$ cat src/rtl/pot_pkg.sv
// Shared definitions for the digipot SPI frame path: FSM states and command constants.
package pot_pkg;

  localparam int unsigned FRAME_W = 16;

  localparam logic [15:0] POT_CMD_RESET     = 16'h1000;
  localparam logic [15:0] POT_CMD_CFG       = 16'h1802;
  localparam logic [5:0]  POT_CMD_WR_PREFIX = 6'b000001;

  typedef enum logic [2:0] {
    ST_IDLE,
    ST_MSB,
    ST_LSB,
    ST_CSWAIT,
    ST_GAP
  } pot_state_e;

  // Wiper write frame: command prefix followed by the 10-bit wiper code.
  function automatic logic [15:0] pot_wr_frame(input logic [9:0] code);
    return {POT_CMD_WR_PREFIX, code};
  endfunction

endpackage

$ cat src/rtl/rr_arbiter.sv
// Combinational round-robin picker: first set request after ptr_i, wrapping.
module rr_arbiter #(
  parameter int unsigned NUM_REQ = 3
) (
  input  logic [NUM_REQ-1:0] req_i,
  input  logic [2:0]         ptr_i,
  output logic [NUM_REQ-1:0] gnt_o,
  output logic [2:0]         idx_o,
  output logic               valid_o
);

  localparam int unsigned IW = (NUM_REQ > 1) ? $clog2(NUM_REQ) : 1;

  int unsigned   cand;
  logic [IW-1:0] cand_idx;

  always_comb begin
    gnt_o    = '0;
    idx_o    = '0;
    valid_o  = 1'b0;
    cand     = 0;
    cand_idx = '0;
    for (int unsigned off = 1; off <= NUM_REQ; off++) begin
      cand     = (32'(ptr_i) + off) % NUM_REQ;
      cand_idx = IW'(cand);
      if (!valid_o && req_i[cand_idx]) begin
        gnt_o[cand_idx] = 1'b1;
        idx_o           = 3'(cand);
        valid_o         = 1'b1;
      end
    end
  end

endmodule

$ cat src/rtl/pot_spi_arbiter.sv
// Shares one byte-oriented SPI master among NUM_REQ digipot requesters; two bytes per CS frame,
// round-robin grant, inter-frame gap and a watchdog that aborts stuck handshakes.
module pot_spi_arbiter
  import pot_pkg::*;
#(
  parameter int unsigned NUM_REQ   = 3,
  parameter int unsigned FRAME_GAP = 4,
  parameter int unsigned TIMEOUT   = 1023
) (
  input  logic                       clk,
  input  logic                       i_Rst_L,
  input  logic [NUM_REQ-1:0]         req_valid,
  input  logic [FRAME_W*NUM_REQ-1:0] req_frame,
  output logic [NUM_REQ-1:0]         req_ack,
  output logic [NUM_REQ-1:0]         req_done,
  output logic [7:0]                 spi_tx_byte,
  output logic                       spi_tx_dv,
  input  logic                       spi_tx_ready,
  input  logic                       spi_cs_n,
  output logic                       busy,
  output logic [2:0]                 grant_id,
  output logic                       timeout_err
);

  localparam int unsigned WDW = $clog2(TIMEOUT + 1);

  pot_state_e           state_q, state_d;
  logic [FRAME_W-1:0]   frame_q, frame_d;
  logic [2:0]           grant_q, grant_d;
  logic [2:0]           rr_q, rr_d;
  logic [NUM_REQ-1:0]   ack_q, ack_d;
  logic                 busy_q, busy_d;
  logic                 dv_q, dv_d;
  logic [7:0]           byte_q, byte_d;
  logic                 cs_seen_q, cs_seen_d;
  logic [7:0]           gap_q, gap_d;
  logic [WDW-1:0]       wd_q, wd_d;
  logic                 terr_q, terr_d;

  logic [NUM_REQ-1:0]   arb_gnt;
  logic [2:0]           arb_idx;
  logic                 arb_valid;
  logic [FRAME_W-1:0]   arb_frame;
  logic [NUM_REQ-1:0]   grant_vec;
  logic                 wd_hit;
  logic                 gap_last;

  rr_arbiter #(.NUM_REQ(NUM_REQ)) u_rr (
    .req_i   (req_valid),
    .ptr_i   (rr_q),
    .gnt_o   (arb_gnt),
    .idx_o   (arb_idx),
    .valid_o (arb_valid)
  );

  always_comb begin
    arb_frame = '0;
    grant_vec = '0;
    for (int unsigned i = 0; i < NUM_REQ; i++) begin
      if (arb_gnt[i]) arb_frame = req_frame[i*FRAME_W +: FRAME_W];
      grant_vec[i] = (grant_q == 3'(i));
    end
  end

  assign wd_hit   = (wd_q == WDW'(TIMEOUT - 1));
  assign gap_last = (state_q == ST_GAP) && (gap_q == 8'(FRAME_GAP - 1));

  always_comb begin
    state_d   = state_q;
    frame_d   = frame_q;
    grant_d   = grant_q;
    rr_d      = rr_q;
    ack_d     = '0;
    busy_d    = busy_q;
    dv_d      = 1'b0;
    byte_d    = byte_q;
    cs_seen_d = cs_seen_q | ~spi_cs_n;
    gap_d     = gap_q;
    wd_d      = wd_q + 1'b1;
    terr_d    = terr_q;

    unique case (state_q)
      ST_IDLE: begin
        wd_d      = '0;
        cs_seen_d = 1'b0;
        if (arb_valid) begin
          frame_d = arb_frame;
          ack_d   = arb_gnt;
          grant_d = arb_idx;
          rr_d    = arb_idx;
          busy_d  = 1'b1;
          state_d = ST_MSB;
        end
      end
      ST_MSB: begin
        if (wd_hit) begin
          terr_d  = 1'b1;
          wd_d    = '0;
          state_d = ST_GAP;
        end else if (spi_tx_ready) begin
          byte_d  = frame_q[15:8];
          dv_d    = 1'b1;
          wd_d    = '0;
          state_d = ST_LSB;
        end
      end
      ST_LSB: begin
        // dv_q is high only on the first LSB cycle; ready still reflects the previous byte then.
        if (wd_hit) begin
          terr_d  = 1'b1;
          wd_d    = '0;
          state_d = ST_GAP;
        end else if (!dv_q && spi_tx_ready) begin
          byte_d  = frame_q[7:0];
          dv_d    = 1'b1;
          wd_d    = '0;
          state_d = ST_CSWAIT;
        end
      end
      ST_CSWAIT: begin
        if (wd_hit) begin
          terr_d  = 1'b1;
          wd_d    = '0;
          state_d = ST_GAP;
        end else if (cs_seen_q && spi_cs_n) begin
          wd_d    = '0;
          state_d = ST_GAP;
        end
      end
      ST_GAP: begin
        wd_d = '0;
        if (gap_last) begin
          gap_d   = '0;
          busy_d  = 1'b0;
          state_d = ST_IDLE;
        end else begin
          gap_d = gap_q + 8'd1;
        end
      end
      default: state_d = ST_IDLE;
    endcase
  end

  always_ff @(posedge clk or negedge i_Rst_L) begin
    if (!i_Rst_L) begin
      state_q   <= ST_IDLE;
      frame_q   <= '0;
      grant_q   <= '0;
      rr_q      <= 3'(NUM_REQ - 1);
      ack_q     <= '0;
      busy_q    <= 1'b0;
      dv_q      <= 1'b0;
      byte_q    <= '0;
      cs_seen_q <= 1'b0;
      gap_q     <= '0;
      wd_q      <= '0;
      terr_q    <= 1'b0;
    end else begin
      state_q   <= state_d;
      frame_q   <= frame_d;
      grant_q   <= grant_d;
      rr_q      <= rr_d;
      ack_q     <= ack_d;
      busy_q    <= busy_d;
      dv_q      <= dv_d;
      byte_q    <= byte_d;
      cs_seen_q <= cs_seen_d;
      gap_q     <= gap_d;
      wd_q      <= wd_d;
      terr_q    <= terr_d;
    end
  end

  assign req_ack     = ack_q;
  assign req_done    = gap_last ? grant_vec : '0;
  assign spi_tx_byte = byte_q;
  assign spi_tx_dv   = dv_q;
  assign busy        = busy_q;
  assign grant_id    = grant_q;
  assign timeout_err = terr_q;

endmodule

$ cat config.mk
export PLATFORM = sky130hd
export DESIGN_NAME = pot_spi_arbiter
export DESIGN_NICKNAME = d
export VERILOG_FILES = /design/src/rtl/pot_pkg.sv /design/src/rtl/rr_arbiter.sv /design/src/rtl/pot_spi_arbiter.sv
export SDC_FILE = /design/constraint.sdc
export NUM_CORES = 1
export LEC_CHECK = 0
export BUFFER_PORTS_ARGS = -buffer_cell sky130_fd_sc_hd__buf_2
export CORE_AREA = 2 2 76 106
export CTS_CLUSTER_SIZE = 14
export DETAILED_ROUTE_END_ITERATION = 8
export DIE_AREA = 0 0 78 108
export GPL_ROUTABILITY_DRIVEN = 1
export PLACE_DENSITY = 0.81
export SYNTH_ARGS = -nofsm -noshare
export SYNTH_HDL_FRONTEND = slang
export SYNTH_SLANG_ARGS = --single-unit
$ cat constraint.sdc
create_clock -name clk -period 8.7 [get_ports clk]
set_input_delay 2.175 -clock clk [delete_from_list [all_inputs] [get_ports clk]]
set_output_delay 2.175 -clock clk [all_outputs]
set_load 0.03 [all_outputs]
==> Word level (Yosys, flattened, before mapping) <==
Index checks and enable logic that the tools add are counted.
W data, S select, Z words.
{ "word_totals": {"wordCells": 127, "ff_bits": 58} }
{ "classes": {"mux": 58, "bitwise_logic": 4, "order_cmp": 6, "div_mod_pow": 3, "n_eq_ne": 17, "n_addsub": 5, "reduce_logical": 22} }
{ "op_table": {"columns": ["op", "n"], "rows": [
  ["$mod A32 B2 Y32 const B", 3],
  ["$mux W10", 6],
  ["$mux W3", 17],
  ["$mux W16", 3],
  ["$mux W8", 5],
  ["$pmux W10 S4", 1],
  ["$mux W1", 16],
  ["$pmux W8 S2", 1],
  ["$pmux W3 S5", 1],
  ["$ne A2 B2 Y1 const B", 6],
  ["$add A10 B1 Y10 const B", 1],
  ["$eq A10 B10 Y1 const B", 1],
  ["$reduce_and A5 Y1", 2],
  ["$eq A3 B2 Y1 const B", 3],
  ["$lt A2 B3 Y1 const B", 3],
  ["$ne A3 B3 Y1 const B", 3],
  ["$add A3 B2 Y4 const B", 2],
  ["$add A8 B1 Y8 const B", 1],
  ["$eq A8 B2 Y1 const B", 1],
  ["$logic_and A1 B1 Y1", 8],
  ["$bmux W1 S2", 3],
  ["$demux W1 S2", 3],
  ["$eq A3 B1 Y1 const B", 2],
  ["$ge A2 B1 Y1 const B", 3],
  ["other kinds (13)", 20]
]} }

==> Logic depth before layout (Yosys ltp) <==
{ "depth": {"ltp_word": 14, "depth_mapped": 20} }

==> Cells and area by module <==
Synthesis repeated with hierarchy kept, for this count alone.
{ "unflattened": {"cells_unflattened": 427, "hier_area_um2": 3992.6} }
{ "by_module_without_submodules": {"columns": ["mod", "seq_area_each_um2", "cells_each", "n_inst", "area_each_um2"], "rows": [
  ["pot_spi_arbiter", 1402.6, 267, 1, 2740.1],
  ["rr_arbiter", 0.0, 160, 1, 1252.5]
]} }

==> Worst setup path after synthesis <==
No wires, ideal clock.
{ "synth_path": {"kind": "reg2out", "start": "register gap_q[0]", "end": "output req_done[0]", "path_stages_with_launch": 6, "n_path_buf": 0, "path_slack_ps": 3857, "required_ps": 6525, "arrival_ps": 2668, "path_cell_list": "dfrtp_1 > ha_1 > or4b_2 > nor4_1 > nand2_1 > nor4_1"} }
{ "synth_between": {"elab_chain_len": 3} }
{ "synth_lines": {"columns": ["item", "line", "rtl"], "rows": [
  ["start: declaration", "pot_spi_arbiter.sv:36", "logic [7:0] gap_q, gap_d;"],
  ["start signal: assignment", "pot_spi_arbiter.sv:168", "gap_q <= gap_d;"],
  ["$eq A8 B2 Y1", "pot_spi_arbiter.sv:66", "assign gap_last = (state_q == ST_GAP) && (gap_q == 8'(FRAME_GAP - 1));"],
  ["$logic_and A1 B1 Y1", "pot_spi_arbiter.sv:66", null],
  ["$mux W3", "pot_spi_arbiter.sv:175", "assign req_done = gap_last ? grant_vec : '0;"],
  ["end: declaration", "pot_spi_arbiter.sv:15", "output logic [NUM_REQ-1:0] req_done,"]
]} }
No other way between the ends.

==> summary.md <==
| Metric | Value |
|---|---|
| Final period utilization | approximately 70% |
| Detail Route Antenna Nets | 0 |
| Global placer's final weighted congestion | about 0.9 |
| Hold Path Class | register to register |
| Longest Clk Path Bufs | 2 |
| Final hold violation count | 0 |
| Via count | between 3000 and 4000 |
| Core Area | 7410 um^2 |
| Die area | 8420 um^2 |
| Vias in the first global route | 3408 |
| Sequential-to-total area share from yosys stat | between 30% and 40% |
| Root Driver | clkbuf_8 |
| Crit. Startpoint | grant_id[0] |
| CP Data Arrival Time | about 6300 ps |
| Yosys cell types | 77 |
| DP Wirelength | between 7000 and 8000 um |
| I/O pins | 75 |
| Syn_nets | 493 |
| Tot GR Track Use | 22.7% |
| Cell count after synthesis | 417 |
| Total iterations of the first detailed-routing run | 4 |
| Final Max Tran Viols | 0 |
| Setup_tns | 0 ps |
| Vert. Die Dim | 108 um |
| Rows | 37 |
| CTS tree | done |
| CP Class | register to register |
| I/O Buffers | 74 |
| EDFF count, synth | 0 |
| Synthesized area per cell | 9.60 um^2 |
| Largest net degree at the start of global routing | 57 |
| Htree depth | 2 |
| Required @ worst endpoint | 8950 ps |
| Capturing point of the worst reg2reg path | frame_q[3] |
| Layout cells sized above 1 | about a quarter |
| RSZ-0062 raised after global routing | no |
| First-pass GRT wire length | 15500 um |
| Total grt overflow | 0 |
| DR WL/cell | 16.4 um |
| Worst reg2reg setup slack | 2640 ps |
| Num Clock Sinks | 56 |
| Final setup violation count | 0 |
| Worst slew pin tran | 866 ps |
| Post-CTS Setup Inserts | 0 |
| Asr flop ratio synth | 100% |
| Final layout net count | 556 |
| Number of synthesized register bits | between 50 and 60 |
| Setup Skew | 8.23 ps |
| Number of hold buffers added after CTS | 0 |
| Routed Wire Length | 9470 um |
| Worst-path clk slew | 100 ps |
| F_max | 165 MHz |
| FF-to-FF Start | grant_id[0] |
| CP endpoint | frame_q[3] |
| Crit path launch type | register |
| Drt drc | 0 |
| Status | finished, final reports clean |
| Syn Std Cell Area | 4000 um^2 |
| Starting DRT DRC Count | between 150 and 200 |
| Relative slew slack | 42.3% |
| Clk_lat worst skew | 320 ps |
| Initial antenna violation count | 0 |
| Warning count from the yosys run | 0 |
| Vias per cell | between 5 and 6 |
| Inserted Clock Buffers | 5 |
| Post-layout min period | approximately 6000 ps |
| Die Width | 78 um |
| Initial core utilization | roughly 54% |
| Main synth FF type | dfrtp_1 |
| Post-cts resize count | 0 |
| Antenna cell count | 0 |
| CP Capture Type | register |
| Max FO, Critical Path | 28 |
| Max-Cap Viols | 0 |
| R2R depth | 16 |
| Synth-to-Final Area Change | 12.6% |
cells by family after synthesis:
family,count (synthesis),share of synthesized area [%]
simple gates,146,20.9
compound gates,109,22.4
flops,56,35.1
buf+inv,47,5.66
fa+ha+maj,22,6.82
xor+xnor,21,4.97
mux,16,4.16
critical path, cell delays in order (launching register included):
cell and delay, ps:
dfrtp_1 910, inv_1 340, ha_1 510, ha_1 270, inv_1 110, o2111ai_1 300
and2_4 240, xnor2_1 200, inv_1 100, ha_1 260, a211oi_4 330, nor2_1 110
nor4_2 450, nand3b_2 210, o21ai_2 720, nand2b_1 610, o221a_2 320
state kept, by name, indices dropped and copies added (netlist names):
signal / cells
cs_seen_q: 1
wd_q: 10
req_ack: 3
spi_tx_dv: 1
busy: 1
rr_q: 2
frame_q: 16
spi_tx_byte: 8
gap_q: 8
timeout_err: 1
state_q: 3
grant_id: 2
final cells by class:
type | count | area (um^2)
Clock buffer | 5 | 68.8
Clock inverter | 3 | 42.5
Fill cell | 627 | 2900
Inverter | 26 | 97.6
Multi-Input combinational cell | 314 | 2380
Sequential cell | 56 | 1400
Tap cell | 97 | 121
Timing Repair Buffer | 77 | 393
worst min-delay path by stage:
| stage | startpoint | endpoint | slack (ps) | depth (start not counted) |
|---|---|---|---|---|
| after floorplan | gap_q[7] | gap_q[7] | 440 | 1 |
| final | timeout_err | timeout_err | 480 | 1 |
| after global routing | gap_q[7] | gap_q[7] | 510 | 1 |
| after detailed placement | timeout_err | timeout_err | 460 | 1 |
| after global placement | gap_q[7] | gap_q[7] | 450 | 1 |
| after CTS | timeout_err | timeout_err | 480 | 1 |
synthesized netlist by cell type, drive strengths merged (4+ instances only):
cell type / n / area (um^2)
nand2b: 24 / 150
a22o: 17 / 149
buf: 12 / 95.1
xnor2: 13 / 121
nand4: 9 / 71.3
o221a: 17 / 191
o21ai: 12 / 71.3
nand2: 21 / 78.8
inv: 26 / 97.6
nor2: 37 / 139
mux2i: 14 / 144
clkbuf: 9 / 33.8
and2: 6 / 40.0
a21o: 10 / 75.1
a211oi: 6 / 62.6
nor3: 7 / 35.0
ha: 21 / 263
and3: 4 / 25.0
a21oi: 21 / 109
nand3: 8 / 40.0
xor2: 8 / 77.6
dfrtp: 55 / 1380
nor4: 6 / 43.8
metrics by stage:
step | area, um^2 | cells | hold slack, ps | setup slack, ps | utilization [%]
final | 4500 | 578 | 477 | 2640 | 60.8
after global routing | 4500 | 578 | 509 | 2080 | 60.8
after CTS | 4500 | 578 | 483 | 2760 | 60.8
after detailed placement | 4390 | 570 | 460 | 2780 | 59.3
after global placement | 4390 | 570 | 454 | 3140 | 59.3
after floorplan | 4000 | 417 | 438 | 3860 | -
cells in the final DEF, fill, tap and decap left out, types with 3 or more instances in the layout:
master    count
buf_2        74
dfrtp_1      55
nor2_1       37
nand2b_1     24
inv_1        23
nand2_1      21
ha_1         21
a21oi_1      20
a22o_1       17
mux2i_1      13
xnor2_1      12
o221a_1      10
a21o_1       10
nand4_1       8
nand3_1       8
nor3_1        7
xor2_1        7
o221a_2       7
o21ai_0       6
and2_1        5
clkbuf_8      5
and3_1        4
a211oi_1      4
nor4_1        4
inv_2         3
o211ai_1      3
a211o_1       3
o21ai_1       3
o21ai_2       3
or2_2         3
buf_4         3
routing by layer:
layer	wire, um	track usage, %	vias to the layer above
li1	-	-	1648
met1	3920	27.2	1642
met2	4790	40.0	106
met3	429	2.92	29
met4	335	11.5	0
met5	0	0	-
Power is left out: the tool's default activity adds up to more than one toggle a clock period on the data nets, which glitch-free logic cannot reach.
